## src/rtl/set_bit_serializer.sv

```systemverilog
// Walks a W-bit word (optionally inverted) and emits the index of each set
// bit, lowest first, one valid/ready beat per set bit; an all-zero word yields one empty beat.
module set_bit_serializer #(
  parameter int W  = 32,
  parameter int IW = (W > 1) ? $clog2(W) : 1,
  parameter int CW = $clog2(W + 1)
) (
  input  logic          clk,
  input  logic          rst_n,
  input  logic          in_vld,
  input  logic [W-1:0]  in_x,
  input  logic          in_inv,
  output logic          in_rdy,
  output logic          out_vld,
  output logic [IW-1:0] out_idx,
  output logic [CW-1:0] out_pos,
  output logic          out_last,
  output logic          out_empty,
  input  logic          out_rdy,
  output logic          busy
);

  typedef enum logic {
    IDLE = 1'b0,
    EMIT = 1'b1
  } state_t;

  state_t        state, state_nxt;
  logic [W-1:0]  pending, pending_nxt;
  logic [CW-1:0] cnt, cnt_nxt;

  logic [W-1:0]  pending_clr;
  logic [IW-1:0] low_idx;
  logic          found;
  logic          is_empty;
  logic          is_single;
  logic          emit;
  logic          xfer;

  always_ff @(posedge clk or negedge rst_n) begin
    if (!rst_n) begin
      state   <= IDLE;
      pending <= '0;
      cnt     <= '0;
    end else begin
      state   <= state_nxt;
      pending <= pending_nxt;
      cnt     <= cnt_nxt;
    end
  end

  // Priority encoder: first set bit scanning upward wins.
  always_comb begin
    low_idx = '0;
    found   = 1'b0;
    for (int unsigned i = 0; i < W; i++) begin
      if (pending[i] && !found) begin
        low_idx = IW'(i);
        found   = 1'b1;
      end
    end
  end

  assign pending_clr = pending & (pending - 1'b1);
  assign is_empty    = (pending == '0);
  assign is_single   = (pending_clr == '0);
  assign emit        = (state == EMIT);
  assign xfer        = emit && out_rdy;

  always_comb begin
    state_nxt   = state;
    pending_nxt = pending;
    cnt_nxt     = cnt;
    case (state)
      IDLE: begin
        if (in_vld) begin
          pending_nxt = in_x ^ {W{in_inv}};
          cnt_nxt     = '0;
          state_nxt   = EMIT;
        end
      end
      EMIT: begin
        if (xfer) begin
          pending_nxt = pending_clr;
          cnt_nxt     = cnt + 1'b1;
          if (is_single) state_nxt = IDLE;
        end
      end
      default: state_nxt = IDLE;
    endcase
  end

  // Outputs come only from registered state; gated to zero while idle.
  assign in_rdy    = !emit;
  assign out_vld   = emit;
  assign busy      = emit;
  assign out_idx   = emit ? low_idx : '0;
  assign out_pos   = emit ? cnt : '0;
  assign out_empty = emit && is_empty;
  assign out_last  = emit && is_single;

endmodule

```

## config.mk

```make
export PLATFORM = sky130hd
export DESIGN_NAME = set_bit_serializer
export DESIGN_NICKNAME = d
export VERILOG_FILES = /design/src/rtl/set_bit_serializer.sv
export SDC_FILE = /design/constraint.sdc
export NUM_CORES = 1
export LEC_CHECK = 0
export ABC_CLOCK_PERIOD_IN_PS = 2700
export BUFFER_PORTS_ARGS = -buffer_cell sky130_fd_sc_hd__buf_4
export CAP_MARGIN = 20
export CORE_MARGIN = 1
export CORE_UTILIZATION = 45
export CTS_BUF_LIST = sky130_fd_sc_hd__clkbuf_2 sky130_fd_sc_hd__clkbuf_4 sky130_fd_sc_hd__clkbuf_8
export CTS_CLUSTER_DIAMETER = 30
export DETAILED_ROUTE_END_ITERATION = 7
export PLACE_DENSITY = 0.64
export SLEW_MARGIN = 20
export SYNTH_ARGS = -nofsm -noshare
export SYNTH_HDL_FRONTEND = slang
export SYNTH_SLANG_ARGS = --single-unit
```

## constraint.sdc

```tcl
create_clock -name clk -period 2.7 [get_ports clk]
set_input_delay 0 -clock clk [delete_from_list [all_inputs] [get_ports clk]]
set_output_delay 0 -clock clk [all_outputs]
set_load 0.005 [all_outputs]
```

# == Word-level counts from Yosys, hierarchy flattened ==
# Cells that the tools add are included.
# word_totals
latch_bits,0
mem_bits_ro,0
ff_bits,39
n_memories,0
ramBits,0
# classes
multipliers,0
bitwise_logic,3
n_shift,0
n_div,0
n_reduce_logical,69
magnitude_cmp,0
n_mux,74
eq_ne,2
n_addsub,2
# op_table
operator,n
2-to-1 mux 5 bit,31
zero test 32 bit,2
2-to-1 mux 32 bit,2
case mux 32 bit (2 select lines),1
2-to-1 mux 1 bit,35
logical AND 1 bit,34
bitwise AND 32 bit,1
zero test 1 bit,32
"subtractor 32 x 1 -> 32 bit, second input constant",1
XOR 32 bit,1
2-to-1 mux 6 bit,3
case mux 6 bit (2 select lines),1
"adder 6 x 1 -> 6 bit, second input constant",1
"!= test 2 x 1 -> 1 bit, second input constant",1
"!= test 2 bit, second input constant",1
case mux 1 bit (2 select lines),1
AND reduction 2 bit,1
inverter 1 bit,1

# == Logic depth before layout (Yosys ltp) ==
# depth
depth_word,95
mapped_depth,9
mapped_depth_nobuf,7

# == Worst setup path before layout ==
# OpenSTA, ideal clock, no wires.
# synth_timing
path_type,reg-to-reg
from,register pending[2]
to,register state (netlist: busy)
arrival_ns,2.053
period_less_slack_ns,2.198
path_buffers,1
setup_ns,0.145
path_stages_with_launch,9
path_slack_ns,0.502
t_required_ns,2.555
cell_sequence,dfrtp_1 -> nor4_4 -> and4_4 -> and2_4 -> buf_6 -> nand2_4 -> maj3_2 -> a211oi_2 -> a41oi_1
# synth_via
elab_chain_cells,6
# synth_lines
element,line,source
start: declaration,29,"logic [W-1:0] pending, pending_nxt;"
start signal: assignment,47,pending <= pending_nxt;
subtractor 32 x 1 -> 32 bit,64,assign pending_clr = pending & (pending - 1'b1);
bitwise AND 32 bit *,64,
zero test 32 bit *,66,assign is_single = (pending_clr == '0);
2-to-1 mux 1 bit *,86,if (is_single) state_nxt = IDLE;
2-to-1 mux 1 bit *,83,if (xfer) begin
case mux 1 bit (2 select lines) *,74,case (state)
net state_nxt,28,"state_t state, state_nxt;"
end signal: assignment,46,state <= state_nxt;
end: declaration,28,
# The timed path passes the listed nets; every way through them passes the cells marked *.
# A chain may end at the register's enable or synchronous reset.

# == Final worst setup path ==
# layout_timing
from,register pending[2]
to,output out_last
# layout_via
elab_chain_cells,4
# layout_lines
element,line,source
subtractor 32 x 1 -> 32 bit,64,
bitwise AND 32 bit *,64,
zero test 32 bit *,66,
logical AND 1 bit *,100,assign out_last = emit && is_single;
end: declaration,17,"output logic out_last,"
# Mark *: on every way between the ends. The rest lies on a longest branch, timed or not.

==> qor.tcl <==
set qor(outcome) {complete, but fails checks}
set qor(violations) {hold timing}
set qor(clock.fmax_mhz) 378.8
set qor(port_buffers) 52
set qor(report.final.slew_viol_count) 0
set qor(fin_total_pwr_uw) 5410
set qor(root_buffer) {sky130_fd_sc_hd__clkbuf_8}
set qor(category_of_the_worst_setup_path_launch_point) {flip-flop}
set qor(static-leakage-power_uw) 0.001573
set qor(first_global_vias) 2603
set qor(final-instance-count-excl-fill) 486
set qor(share_of_the_yosys_chip_area_belonging_to_registers_pct) 35.41
set qor(die_height_um) 80.27
set qor(antenna_violations_before_repair) 0
set qor(worstSetupPathType) {reg -> out}
set qor(crit_family) {simple AND/OR/NAND/NOR gates}
set qor(arrival_time_worst_endpoint_ns) 2.64
set qor(h-tree-depth) 2
set qor(detailedPlacementHpwl_um) 5574
set qor(drt.antenna.violating_nets) 0
set qor(power-per-cell-area_nw_per_um2) 1466
set qor(regToRegStartpoint) {pending[2]}
set qor(setup_ws_ns) 0.06026
set qor(gr-total-overflow) 0
set qor(first_pass_iters) 7
set qor(grt_start_max_net_pins) 40
set qor(antennaDiodeCount) 0
set qor(cts_tree) {yes}
set qor(gp_congestion) 0.9121
set qor(groute.layer.met3.usage_pct) 3.636
set qor(std_cell_rows) 28
set qor(clock_sink_count) 39
set qor(async_sr_flop_fraction_pct) 100.0
set qor(grt.met1_usage_pct) 37.12
set qor(grt_busiest_layer) {met2}
set qor(synthFlopType) {sky130_fd_sc_hd__dfrtp_1}
set qor(via_count) 2853
set qor(most_common_cell_after_layout_fill_and_taps_aside) {sky130_fd_sc_hd__buf_4}
set qor(critPathBufInv) 2
set qor(cp.required_ns) 2.70
set qor(drt_iter0_drc) 243
set qor(slew_headroom_pct) 64.16
set qor(worst_path_most_repeated_cell) {sky130_fd_sc_hd__buf_4}
set qor(worst-path-max-fanout) 8
set qor(maxCapViolCount) 0
set qor(worst_slew_pin_slew_ns) 0.5357
set qor(crit_start) {pending[2]}
set qor(numCtsBuffers) 5
set qor(latest_clock_arrival_within_the_worst_skew_pair_ns) 0.29
set qor(place_inst) 448
set qor(synth_cells) 330
set qor(initial_utilization_pct) 46.56
set qor(yosys_register_bits) 39
set qor(worst_ir_drop_vdd_mv) 0.8186
set qor(finalWorstPathRequiredPeriod_ns) 2.640
set qor(post-route-util_pct) 62.34
set qor(finish.net_count) 448
set qor(synth_cell_types) 57
set qor(drc) 0
set qor(global_route_track_usage_on_met2_pct) 41.45
set qor(syn_area_per_cell_sq_um) 8.353
set qor(timing.critical_path.to_type) {output pin}
set qor(final_cell_mix) {sky130_fd_sc_hd__buf_4 (72), sky130_fd_sc_hd__o21ai_0 (57), sky130_fd_sc_hd__dfrtp_1 (34)}
set qor(finClkSkew_ns) 0.005711
set qor(cts_max_path_buffers) 2
set qor(period_share_pct) 97.77
set qor(vias_per_cell) 5.870
set qor(groute.usage.overall_pct) 26.32
set qor(worstHoldPathType) {in -> reg}
set qor(design.die.area_sq_um) 6442
set qor(num_io_pins) 53
set qor(slowest_stage) {sky130_fd_sc_hd__dfrtp_2}
set qor(finalHoldViolations) 3
set qor(post_route_cells_drive_above_1_share_pct) 26.76
set qor(cts.clk_slew.worst_paths_ns) 0.08
set qor(synth_area_sq_um) 2756
set qor(yosysWarningCount) 0
set qor(setup_viol) 0
set qor(setup_repair_after_global_routing_missed_its_margin) {true}
set qor(core_footprint_sq_um) 5921
set qor(min-delay-start) {in_x[27]}
set qor(synthesis.nets) 368
set qor(post_drt_wl_per_cell_um) 16.54
set qor(number_of_synthesized_flops_with_an_enable_pin) 0
set qor(totalNegativeSetupSlack_ns) 0
set qor(fp.dieW_um) 80.27
set qor(timing.critical_path.cells) {nor4_4, buf_4, and4_4, and2_4, nand2_4, maj3_2, a211oi_2, and4_1, buf_4}
set qor(detailedPlace.worstSlack_ns) 0.2959
set qor(syn2layout_area_growth_pct) 33.91
set qor(fin_worst_hold_slack_ns) -0.003928
set qor(postRouteWirelength_um) 8038
set qor(first_pass_grt_wire_length_um) 13250
set qor(worst_path_largest_cell_delay_ns) 0.47
-- sequential cells by signal (all words and copies together) (netlist names) --
name,cells
busy,1
pending,32
cnt,6
-- kinds of logic after synthesis --
kind of cell | after synthesis | synth area share, %
buffers and inverters | 31 | 4.721
adder cells (fa/ha/maj) | 4 | 1.589
AO/OA/AOI/OAI | 123 | 27.42
AND/OR/NAND/NOR | 101 | 20.70
flip-flops | 39 | 35.41
XOR/XNOR | 32 | 10.17
-- worst min-delay path: cells and delay by family --
family / cells / cell delay [ns]
xor gates and xnor gates: 1 / 0.10
buffers and inverters: 1 / 0.08
AOI/OAI and AO/OA: 1 / 0.07
-- through the flow --
step	area, sq um	hold slack [ns]
detailed placement	3238	0.01070
floorplan	2756	-0.2956
finish	3691	-0.003928
global placement	3238	0.007350
CTS	3607	0.005988
global route	3691	0.002781
-- metal layers --
metal / part of all wire [%] / wire (um)
met4: 2.1 / 167
met5: 0 / 0
met1: 45 / 3650
met3: 5.3 / 425
met2: 47 / 3794
-- worst paths after layout --
check	end	slack (ns)	cells past startpoint
hold / removal	pending[27]	-0.004	3
hold reg to reg	cnt[4]	0.52	1
setup / recovery	out_last	0.06	9
min in group asynchronous	pending[4]	0.22	2
setup reg to reg	busy	0.32	9
max in group asynchronous	pending[0]	2.11	2
-- cells in the mapped netlist (4+ instances only) --
library cell | instances | area [sq um]
sky130_fd_sc_hd__o21ai_0 | 57 | 285.3
sky130_fd_sc_hd__dfrtp_1 | 39 | 975.9
sky130_fd_sc_hd__nor2_1 | 31 | 116.4
sky130_fd_sc_hd__xnor2_1 | 30 | 262.8
sky130_fd_sc_hd__nand2_1 | 19 | 71.32
sky130_fd_sc_hd__clkbuf_1 | 16 | 60.06
sky130_fd_sc_hd__a21oi_1 | 14 | 70.07
sky130_fd_sc_hd__o211ai_1 | 12 | 90.09
sky130_fd_sc_hd__inv_1 | 10 | 37.54
sky130_fd_sc_hd__o22ai_1 | 10 | 62.56
sky130_fd_sc_hd__nor3_1 | 9 | 45.04
sky130_fd_sc_hd__and2_1 | 6 | 37.54
sky130_fd_sc_hd__o21a_1 | 6 | 45.04
sky130_fd_sc_hd__nand3_1 | 5 | 25.02
sky130_fd_sc_hd__nand4_1 | 4 | 25.02
sky130_fd_sc_hd__nor4_2 | 4 | 50.05
sky130_fd_sc_hd__or3_1 | 4 | 25.02
-- timing repair --
| item | CTS | global route |
|---|---|---|
| hold endpoints to repair | 60 | 0 |
| hold buffers | 22 | 0 |
| endpoints found under the setup margin | 1 | 2 |
| gates resized for setup | 2 | 13 |
| pin swaps | 2 | 3 |
| setup buffers | 3 | 5 |
-- report_power, final --
group / switching, uW / internal, uW
registers: 343 / 780
logic: 1900 / 1870
clock network: 220 / 299
-- cell type report --
type / count / area [sq um]
Clock buffer: 6 / 82.58
Clock inverter: 2 / 35.03
Fill cell: 537 / 2230
Inverter: 10 / 37.54
Tap cell: 75 / 93.84
Sequential cell: 39 / 982.2
Timing Repair Buffer: 94 / 760.7
Multi-Input combinational cell: 260 / 1699
Note: power is estimated with default switching activity, not from simulation.
